## src/rtl/fp16_accumulator.sv

```systemverilog
`default_nettype none
// ============================================================================
// Module      : fp16_accumulator
// Description : Sequential FP16 adder. Accepts one half-precision term at a
//               time, folds it into a running sum through an
//               ALIGN/ADD/NORM/ROUND pipeline walked by a small FSM, and
//               presents the rounded sum after N_TERMS terms.
//               Rounding is round-to-nearest-even. Subnormal inputs and
//               results flush to +0. Any exponent-31 input latches a sticky
//               quiet NaN (0x7E00) for the rest of the result.
//               Build option: define FP16_ACC_SAT_EN to saturate overflow to
//               +/-max-finite (0x7BFF). Without it, overflow gives +/-infinity.
// Revision    : 1.0 - initial release
// ============================================================================
module fp16_accumulator #(
    parameter int N_TERMS = 9
) (
    input  logic        clk,
    input  logic        rst_n,
    input  logic        in_valid,
    output logic        in_ready,
    input  logic [15:0] in_data,
    output logic        out_valid,
    input  logic        out_ready,
    output logic [15:0] out_data,
    output logic        busy
);

    localparam logic [15:0] c_QNAN = 16'h7E00;
`ifdef FP16_ACC_SAT_EN
    localparam logic [14:0] c_OVF  = 15'h7BFF;
`else
    localparam logic [14:0] c_OVF  = 15'h7C00;
`endif

    typedef enum logic [2:0] {
        ST_ACCEPT = 3'd0,
        ST_ALIGN  = 3'd1,
        ST_ADD    = 3'd2,
        ST_NORM   = 3'd3,
        ST_ROUND  = 3'd4,
        ST_DONE   = 3'd5
    } state_t;

    state_t      r_state;
    state_t      w_state_next;

    logic [15:0] r_acc;
    logic [7:0]  r_count;
    logic        r_nan;
    logic [15:0] r_term;

    // Pipeline state carried between the arithmetic steps
    logic [13:0] r_sig_a;   // larger significand {hidden, mant, G, R, S}
    logic [13:0] r_sig_b;   // aligned smaller significand
    logic [7:0]  r_exp;     // working exponent; bit 7 acts as a sign
    logic        r_sign;
    logic        r_sub;
    logic        r_skip;    // term is ignored because of NaN
    logic        r_hold;    // accumulator is infinity and stays put
    logic [14:0] r_sum;
    logic [13:0] r_norm;
    logic        r_zero;

    // ------------------------------------------------------------------
    // ALIGN: order operands by magnitude and align the smaller one
    // ------------------------------------------------------------------
    logic [14:0] w_acc_mag;
    logic [14:0] w_trm_mag;
    logic        w_swap;
    logic [14:0] w_big_mag;
    logic [14:0] w_sml_mag;
    logic        w_big_sign;
    logic        w_sml_sign;
    logic [13:0] w_big_sig;
    logic [13:0] w_sml_sig;
    logic [4:0]  w_shift;
    logic [13:0] w_shifted;
    logic [13:0] w_lost;
    logic [13:0] w_sml_aln;

    // Exponent-0 values are flushed to a zero magnitude before comparison
    assign w_acc_mag  = (r_acc[14:10]  == 5'd0) ? 15'd0 : r_acc[14:0];
    assign w_trm_mag  = (r_term[14:10] == 5'd0) ? 15'd0 : r_term[14:0];
    assign w_swap     = (w_trm_mag > w_acc_mag);
    assign w_big_mag  = w_swap ? w_trm_mag : w_acc_mag;
    assign w_sml_mag  = w_swap ? w_acc_mag : w_trm_mag;
    assign w_big_sign = w_swap ? r_term[15] : r_acc[15];
    assign w_sml_sign = w_swap ? r_acc[15]  : r_term[15];
    assign w_big_sig  = (w_big_mag == 15'd0) ? 14'd0 : {1'b1, w_big_mag[9:0], 3'b000};
    assign w_sml_sig  = (w_sml_mag == 15'd0) ? 14'd0 : {1'b1, w_sml_mag[9:0], 3'b000};
    assign w_shift    = w_big_mag[14:10] - w_sml_mag[14:10];

    // Bits shifted past the LSB collapse into sticky; a shift of 14 or more
    // moves everything out, leaving only the sticky bit.
    assign w_shifted  = w_sml_sig >> w_shift;
    assign w_lost     = w_sml_sig & ~(14'h3FFF << w_shift);
    assign w_sml_aln  = {w_shifted[13:1], w_shifted[0] | (|w_lost)};

    // ------------------------------------------------------------------
    // NORM: leading-zero count and renormalisation
    // ------------------------------------------------------------------
    logic [3:0]  w_lzc;
    logic [13:0] w_norm;
    logic [7:0]  w_nexp;
    logic        w_nzero;

    // Leading-zero count of the 14-bit sum (14 when the sum is zero)
    always_comb begin
        w_lzc = 4'd14;
        for (int i = 0; i < 14; i++) begin
            if (r_sum[i]) begin
                w_lzc = 4'(13 - i);
            end
        end
    end

    // Normalise: right by one on carry-out, otherwise left by the lzc
    always_comb begin
        w_norm  = 14'd0;
        w_nexp  = r_exp;
        w_nzero = 1'b0;
        if (r_sum[14]) begin
            w_norm = {r_sum[14:2], r_sum[1] | r_sum[0]};
            w_nexp = r_exp + 8'd1;
        end else if (r_sum[13:0] == 14'd0) begin
            w_nzero = 1'b1;
        end else begin
            w_norm = r_sum[13:0] << w_lzc;
            w_nexp = r_exp - {4'd0, w_lzc};
        end
        // A result exponent of zero or below is subnormal and flushes
        if (w_nexp[7] || (w_nexp == 8'd0)) begin
            w_nzero = 1'b1;
        end
    end

    // ------------------------------------------------------------------
    // ROUND: round-to-nearest-even and final packing
    // ------------------------------------------------------------------
    logic        w_rnd_up;
    logic [11:0] w_rsig;
    logic [7:0]  w_rexp;
    logic [9:0]  w_rman;
    logic [15:0] w_result;
    logic [7:0]  w_count_inc;

    assign w_rnd_up    = r_norm[2] & (r_norm[1] | r_norm[0] | r_norm[3]);
    assign w_rsig      = {1'b0, r_norm[13:3]} + {11'd0, w_rnd_up};
    assign w_rexp      = r_exp + {7'd0, w_rsig[11]};
    assign w_rman      = w_rsig[11] ? w_rsig[10:1] : w_rsig[9:0];
    assign w_count_inc = r_count + 8'd1;

    // Pack the rounded sum; exact zeros are always +0
    always_comb begin
        w_result = {r_sign, w_rexp[4:0], w_rman};
        if (r_zero) begin
            w_result = 16'h0000;
        end else if (w_rexp > 8'd30) begin
            w_result = {r_sign, c_OVF};
        end
    end

    // ------------------------------------------------------------------
    // Control FSM
    // ------------------------------------------------------------------

    // State register
    always_ff @(posedge clk or negedge rst_n) begin
        if (!rst_n) begin
            r_state <= ST_ACCEPT;
        end else begin
            r_state <= w_state_next;
        end
    end

    // Next-state and handshake outputs
    always_comb begin
        w_state_next = r_state;
        in_ready     = 1'b0;
        out_valid    = 1'b0;
        out_data     = 16'h0000;
        busy         = 1'b1;
        case (r_state)
            ST_ACCEPT: begin
                busy     = 1'b0;
                in_ready = rst_n;
                if (in_valid && rst_n) begin
                    w_state_next = ST_ALIGN;
                end
            end
            ST_ALIGN: w_state_next = ST_ADD;
            ST_ADD:   w_state_next = ST_NORM;
            ST_NORM:  w_state_next = ST_ROUND;
            ST_ROUND: begin
                w_state_next = (w_count_inc == 8'(N_TERMS)) ? ST_DONE : ST_ACCEPT;
            end
            ST_DONE: begin
                out_valid = 1'b1;
                out_data  = r_acc;
                if (out_ready) begin
                    w_state_next = ST_ACCEPT;
                end
            end
            default: w_state_next = ST_ACCEPT;
        endcase
    end

    // Datapath: each state loads the registers of its own step
    always_ff @(posedge clk or negedge rst_n) begin
        if (!rst_n) begin
            r_acc   <= 16'h0000;
            r_count <= 8'd0;
            r_nan   <= 1'b0;
            r_term  <= 16'h0000;
            r_sig_a <= 14'd0;
            r_sig_b <= 14'd0;
            r_exp   <= 8'd0;
            r_sign  <= 1'b0;
            r_sub   <= 1'b0;
            r_skip  <= 1'b0;
            r_hold  <= 1'b0;
            r_sum   <= 15'd0;
            r_norm  <= 14'd0;
            r_zero  <= 1'b0;
        end else begin
            case (r_state)
                ST_ACCEPT: begin
                    if (in_valid) begin
                        r_term <= in_data;
                    end
                end
                ST_ALIGN: begin
                    r_sig_a <= w_big_sig;
                    r_sig_b <= w_sml_aln;
                    r_exp   <= {3'd0, w_big_mag[14:10]};
                    r_sign  <= w_big_sign;
                    r_sub   <= w_big_sign ^ w_sml_sign;
                    r_skip  <= r_nan | (r_term[14:10] == 5'h1F);
                    r_hold  <= (r_acc[14:10] == 5'h1F);
                end
                ST_ADD: begin
                    // Larger magnitude is first, so the difference is never negative
                    r_sum <= r_sub ? ({1'b0, r_sig_a} - {1'b0, r_sig_b})
                                   : ({1'b0, r_sig_a} + {1'b0, r_sig_b});
                end
                ST_NORM: begin
                    r_norm <= w_norm;
                    r_exp  <= w_nexp;
                    r_zero <= w_nzero;
                end
                ST_ROUND: begin
                    r_count <= w_count_inc;
                    if (r_skip) begin
                        r_nan <= 1'b1;
                        r_acc <= c_QNAN;
                    end else if (!r_hold) begin
                        r_acc <= w_result;
                    end
                end
                ST_DONE: begin
                    if (out_ready) begin
                        r_acc   <= 16'h0000;
                        r_count <= 8'd0;
                        r_nan   <= 1'b0;
                    end
                end
                default: ;
            endcase
        end
    end

endmodule
`default_nettype wire

```

## config.mk

```make
export PLATFORM = sky130hd
export DESIGN_NAME = fp16_accumulator
export DESIGN_NICKNAME = d
export VERILOG_FILES = /design/src/rtl/fp16_accumulator.sv
export SDC_FILE = /design/constraint.sdc
export NUM_CORES = 1
export LEC_CHECK = 0
export CAP_MARGIN = 20
export CORE_ASPECT_RATIO = 1.25
export CORE_MARGIN = 5
export CORE_UTILIZATION = 55
export CTS_CLUSTER_DIAMETER = 200
export DETAILED_ROUTE_END_ITERATION = 10
export GPL_TIMING_DRIVEN = 0
export PLACE_DENSITY = 0.83
export SYNTH_ARGS = -nofsm -noshare
export SYNTH_HDL_FRONTEND = slang
export SYNTH_SLANG_ARGS = --single-unit
```

## constraint.sdc

```tcl
create_clock -name clk -period 12.1 [get_ports clk]
set_input_delay 2.42 -clock clk [delete_from_list [all_inputs] [get_ports clk]]
set_output_delay 2.42 -clock clk [all_outputs]
set_load 0.03 [all_outputs]
```

==> summary.md <==
| Metric | Value |
|---|---|
| Status | `completed` |
| CTS tree | `yes` |
| WP depth | `3` |
| HPWL Detailed | `17.99 mm` |
| FF+latch count, synth | `111` |
| Path type of the worst setup path | `input port to output port` |
| Slowest CP cell | `clkdlybuf4s50_1` |
| EDFF count, synth | `0` |
| Final Hold Violating Endpoints | `0` |
| Critical path capture point type | `output port` |
| Share of the synthesized area in the top cell type | `32.58%` |
| Seq/Total Area, Yosys | `32.58%` |
| Tot GR Track Use | `26.33%` |
| Number of global-route vias before repair | `7526` |
| Htree depth | `3` |
| # hold bufs at CTS | `0` |
| R2R cell count | `22` |
| Avg WL per Cell | `17.97 um` |
| Min-Delay Endpoint | `r_sign` |
| Startpoint Class | `input port` |
| Highest metal used | `met4` |
| Initial Utilization | `55.43%` |
| Die Y-Extent | `149.2 um` |
| Min cycle time layout | `6143 ps` |
| Ys flop type | `dfrtp_1` |
| Clock sink total | `111` |
| Cell Rows | `51` |
| Max-slew violation count | `0` |
| Capturing point of the worst reg2reg path | `r_sig_b[3]` |
| Hold Crit Start | `r_sign` |
| Diode count | `0` |
| Syn Nets | `1090` |
| Clock buffer depth | `2` |
| Worst path top cell family by delay | `buffers and inverters` |
| I/O Pins | `39` |
| Yosys top cell by area | `dfrtp_1` |
| Crit path largest cell delay | `660 ps` |
| Clock skew | `9.457 ps` |
| Met3 WL | `1.189 mm` |
| Relative slew slack | `38.74%` |
| Initial antenna violation count | `0` |
| Crit share post-route | `50.77%` |
| Layout fillers | `1332` |
| Share of layout cells above drive strength 1 | `6.820%` |
| Hold path depth | `2` |
| Critical-path cell list | `buf_4 -> and2_1 -> clkdlybuf4s50_1` |
| First-iteration detailed-routing DRC count | `684` |
| Register area | `2778 um2` |
| Avg Vias per Cell | `6.089` |
| First-pass GRT wire length | `38.35 mm` |
| Wire length on met2 | `11.42 mm` |
| Die area | `18100 um2` |
| Detailed-route via count | `7898` |
| DRT Wirelength | `23.31 mm` |
| Root Buffer | `clkbuf_16` |
| Synth area leaders | `dfrtp_1 (33%), nand2_1 (5.9%), ha_1 (5.7%)` |
| Post-synth ARST share | `100.0%` |
| Worst r2r src | `r_term[10]` |
| Worst slew pin tran | `906.1 ps` |
| Post-CTS sizing | `0` |
| Cell count after synthesis | `1030` |
| Largest net degree at the start of global routing | `76` |
| Yosys warning count | `0` |
| Multi-input logic area | `5303 um2` |
| RSZ-0062 raised after global routing | `false` |
| Setup TNS | `0 ps` |
| Reg-to-reg setup timing slack | `6330 ps` |
| Post-synthesis cell area | `8524 um2` |
| Worst Path Arrival | `3720 ps` |
| Clk Latency, worst-skew pair | `360 ps` |
| Die extent in x | `121.4 um` |
| 1st-pass router iterations | `7` |
| Final instance area | `9480 um2` |
| Number of max-cap violations | `0` |
| Final Util | `61.65%` |
| Nets@finish | `1140` |
| CTS Buf Count | `9` |
| Met1 wire length | `9.332 mm` |
| GP Congestion | `0.9862` |
| Overflow left after global routing | `0` |
| Syn_area_per_cell | `8.276 um2` |
| WP buf/inv | `2` |
| Highest Clock Rate | `162.8 MHz` |
| Yosys cell types | `69` |
| Total setup buffers inserted after CTS | `0` |
| Remaining antenna violation count | `0` |
| Post-route DRC violation count | `0` |
| P&R area growth vs syn | `11.21%` |
| Area post-placement | `9195 um2` |
| Hold Crit Class | `flip-flop to flip-flop` |
| Reg clk slew, reported paths | `70 ps` |
| Worst path required time | `9680 ps` |
| Core box area | `15380 um2` |
| Final setup fails | `0` |
| Crit-path max FO | `39` |
| Port bufs | `38` |
==> tightest hold or removal path: cells and delay by family, from the launching register on <==
kind             cells  cell delay [ps]
AO/OA/AOI/OAI        1               60
flip-flops           1              350
AND/OR/NAND/NOR      1               50
==> layout make-up <==
cell class	count	area share [%]
inverter	40	1.584
timing repair buffer	39	4.276
sequential	111	29.30
multi-input combinational	809	55.93
buffer	70	3.101
clock buffer	11	2.666
clock inverter	5	0.3431
tap	212	2.798
==> registers in the layout, indices dropped and copies added (netlist names) <==
signal   cells
r_acc       16
r_count      8
r_exp        8
r_hold       1
r_nan        1
r_norm      14
r_sig_a     11
r_sig_b     14
r_sign       1
r_skip       1
r_state      3
r_sub        1
r_sum       15
r_term      16
r_zero       1
==> per-stage QoR <==
step / std cells / worst slack, ps / hold WS (ps)
2_1_floorplan: 1030 / 6984 / 443.2
3_3_place_gp: 1280 / 2098 / 458.6
3_5_place_dp: 1281 / 5921 / 478.5
4_1_cts: 1297 / 5918 / 494.6
5_1_grt: 1297 / 5836 / 520.9
6_report: 1297 / 5957 / 501.1
==> placed cells by master, fill, tap and decap left out, types with 10 or more instances in the layout <==
cell,synthesis,layout
or3_1,10,10
nand2_1,133,133
inv_1,39,39
nor2_1,79,79
clkdlybuf4s50_1,0,37
xor2_1,10,10
nand3_1,19,19
and2_1,10,10
and3_1,30,30
xnor2_1,31,31
a21oi_1,70,70
nand4_1,14,14
nor3_1,18,18
mux2i_1,46,46
a31oi_1,13,13
dfrtp_1,111,111
o21ai_0,89,89
mux2_2,27,27
nand2b_1,19,19
ha_1,39,39
a22o_1,16,16
clkbuf_1,60,60
==> synthesized netlist by cell type (all sizes together) (9+ instances only) <==
cell    instances
clkbuf         60
nand3          19
mux2i          47
ha             39
or3            10
nor2           79
o21ai          96
a221oi          9
mux2           27
nand2b         19
nor2b           9
nand4          14
inv            40
xnor2          31
and2           10
a31oi          13
a22o           16
a21oi          70
xor2           10
buf            10
dfrtp         111
a211oi          9
nand2         133
nor3           19
and3           30
==> routing by layer <==
layer	up-vias	GRT usage, %
met1	3680	32.20
met4	0	14.85
met5	-	0
met2	316	44.81
met3	93	3.149
li1	3809	-
==> cells by family (layout without fill, tap and decap cells) <==
| group | after synthesis | in the layout | share of synthesized area (%) |
|---|---|---|---|
| simple gates | 370 | 370 | 20.77 |
| compound gates | 277 | 277 | 20.29 |
| flops | 111 | 111 | 32.58 |
| buf+inv | 110 | 165 | 5.211 |
| mux | 81 | 81 | 10.98 |
| xor+xnor | 41 | 41 | 4.212 |
| fa+ha+maj | 40 | 40 | 5.959 |
==> worst max-delay path by stage <==
stage                     slack, ps  start       end
after floorplan                6980  rst_n  in_ready
after global placement         2100  rst_n  in_ready
after detailed placement       5920  rst_n  in_ready
after CTS                      5920  rst_n  in_ready
after global routing           5840  rst_n  in_ready
final                          5960  rst_n  in_ready
Power is left out: the tool's default activity adds up to more than one toggle a clock period on the data nets, which glitch-free logic cannot reach.
==> patch (same settings) <==
The 6 states of `state_t` get a one-hot encoding in 6 bits.
--- a/src/rtl/fp16_accumulator.sv
+++ b/src/rtl/fp16_accumulator.sv
@@ -34,11 +34,11 @@
 `endif
 
-    typedef enum logic [2:0] {
-        ST_ACCEPT = 3'd0,
-        ST_ALIGN  = 3'd1,
-        ST_ADD    = 3'd2,
-        ST_NORM   = 3'd3,
-        ST_ROUND  = 3'd4,
-        ST_DONE   = 3'd5
+    typedef enum logic [5:0] {
+        ST_ACCEPT = 6'b000001,
+        ST_ALIGN  = 6'b000010,
+        ST_ADD    = 6'b000100,
+        ST_NORM   = 6'b001000,
+        ST_ROUND  = 6'b010000,
+        ST_DONE   = 6'b100000
     } state_t;
 
Formal check against the unedited RTL: no difference found for any inputs over 10 cycles, from zero or initial values and one cycle with rst_n low; not proved beyond that.
==> patch against the unedited design <==
  * Wire length rose by 6.8%
  * Non-clock buffer count fell by 12
  * Synthesized area rose by 1.5%
  * Final area is 4.9% higher
  * Fmax fell by 4.0%
  * Die area grew 1.4%
  * Sequential cell count up 3
  * Register-to-register slack better by 0.07 ns
  * Critical endpoint unchanged
  * Setup slack lost 0.26 ns
  * Clock skew grew 0.0060 ns
==> patch: results (changes against the unedited design) <==
metric,value,unit,change
first-pass GRT wire length,39.9,mm,was 38.4 mm
Fillers,1253,,"was 1,332"
"Reg clk slew, reported paths",0.05,ns,was 0.07 ns
status,finished clean,,unchanged
Layout Nets,1180,,"was 1,140"
CP arrival,3.98,ns,was 3.72 ns
total track usage,27.7,%,was 26.3%
Num CTS Buffers,17,,was 9
worst skew pair latency,0.42,ns,was 0.36 ns
Unique masters post-synth,75,,was 69
post-placement setup slack,5.67,ns,was 5.92 ns
met3 usage,3.98,%,was 3.15%
Post-Route Skew,0.0155,ns,was 0.00946 ns
largest net degree at the start of global routing,65,,was 76
net switching power,1.68,mW,
DR vias/cell,6.17,,was 6.09
Post-Route WL,24.9,mm,was 23.3 mm
syn nets,1122,,"was 1,090"
met1 usage,32.8,%,was 32.2%
number of DRC markers in iteration 0,700,,was 684
"top cells by area, synth","dfrtp_1 (33%), ha_1 (5.6%), nand2_1 (5.5%), o21ai_0 (5.4%), a21oi_1 (4.8%)",,"was dfrtp_1 (33%), nand2_1 (5.9%), ha_1 (5.7%), mux2i_1 (5.4%), o21ai_0 (5.2%)"
vias,8300,,"was 7,898"
critical-path maximum fanout,64,,was 39
number of global-route vias before repair,7933,,"was 7,526"
die width,122,um,was 121 um
share of layout cells above drive strength 1,7.24,%,was 6.82%
"Avg Cell Area, Syn",8.15,um2,was 8.28 um2
Synth top cells by count,"nand2_1 (126), dfrtp_1 (113), nor2_1 (94)",,"was nand2_1 (133), dfrtp_1 (111), o21ai_0 (89)"
ant diodes,0,,unchanged
routability cong.,0.985,,was 0.986
HPWL after DPL,18.7,mm,was 18.0 mm
"Seq/Total Area, Yosys",33.0,%,was 32.6%
cts repair resizes,0,,unchanged
H-tree levels,4,,was 3
M2 GR Usage,47.7,%,was 44.8%
synth warn,0,,unchanged
Largest regs,"r_acc x16, r_term x16, r_sum x15",,unchanged
Slew HR,43.4,%,was 38.7%
placed cell area,0.00932,mm2,was 0.00920 mm2
## patch: cell count changes after synthesis, moves of 7 or more
cell      before  now
nand4_1       14    5
and2_1        10   25
clkbuf_1      60   52
a21o_1         6   13
nand2b_1      19    6
nand2_1      133  126
nor2_1        79   94
and3_1        30   12
mux2i_1       46   30
nor3_1        18   31
a21oi_1       70   83
nand3_1       19   34
a22oi_1        0    7
## patch: cell type report
cell class	instances	area (um2)	share of cell area (%)
Tap cell	212	265	2.67
Buffer	58	228	2.29
Clock inverter	6	130	1.31
Timing Repair Buffer	39	405	4.08
Multi-Input combinational cell	842	5390	54.2
Sequential cell	114	2850	28.7
Clock buffer	26	489	4.92
Inverter	48	180	1.81
## patch: metal layers
layer  routed length [um]  share of wire, %
met1                 9980                40
met2                12400                50
met3                 1230               4.9
met4                 1320               5.3
met5                    0                 0
## patch: logic make-up after synthesis
logic type      count (synthesis)  synth area share [%]
flops                         114                  33.0
mux                            57                  7.12
xor+xnor                       47                  4.85
simple gates                  387                  21.7
fa+ha+maj                      40                  5.87
buf+inv                       106                  4.72
compound gates                311                  22.8
## patch: final timing paths
kind / start / end / slack (ns) / cells after the start
worst max register to register: r_term[10] / r_sig_b[0] / 6.40 / 19
worst min-delay path: r_sign / r_sign / 0.49 / 2
min in group asynchronous: rst_n / r_term[11] / 2.09 / 1
max in group asynchronous: rst_n / r_sig_a[12] / 9.24 / 2
worst max-delay path: rst_n / in_ready / 5.70 / 3
worst min register to register: r_sign / r_sign / 0.49 / 2
## patch: power by group through the flow
stage / Combinational, mW / Sequential, mW / Clock [mW]
detailed placement: 2.15 / 0.646 / 0
CTS: 2.17 / 0.643 / 0.535
global placement: 2.11 / 0.643 / 0
floorplan: 1.66 / 0.597 / 0
finish: 2.21 / 0.650 / 0.534
global route: 2.41 / 0.663 / 0.555
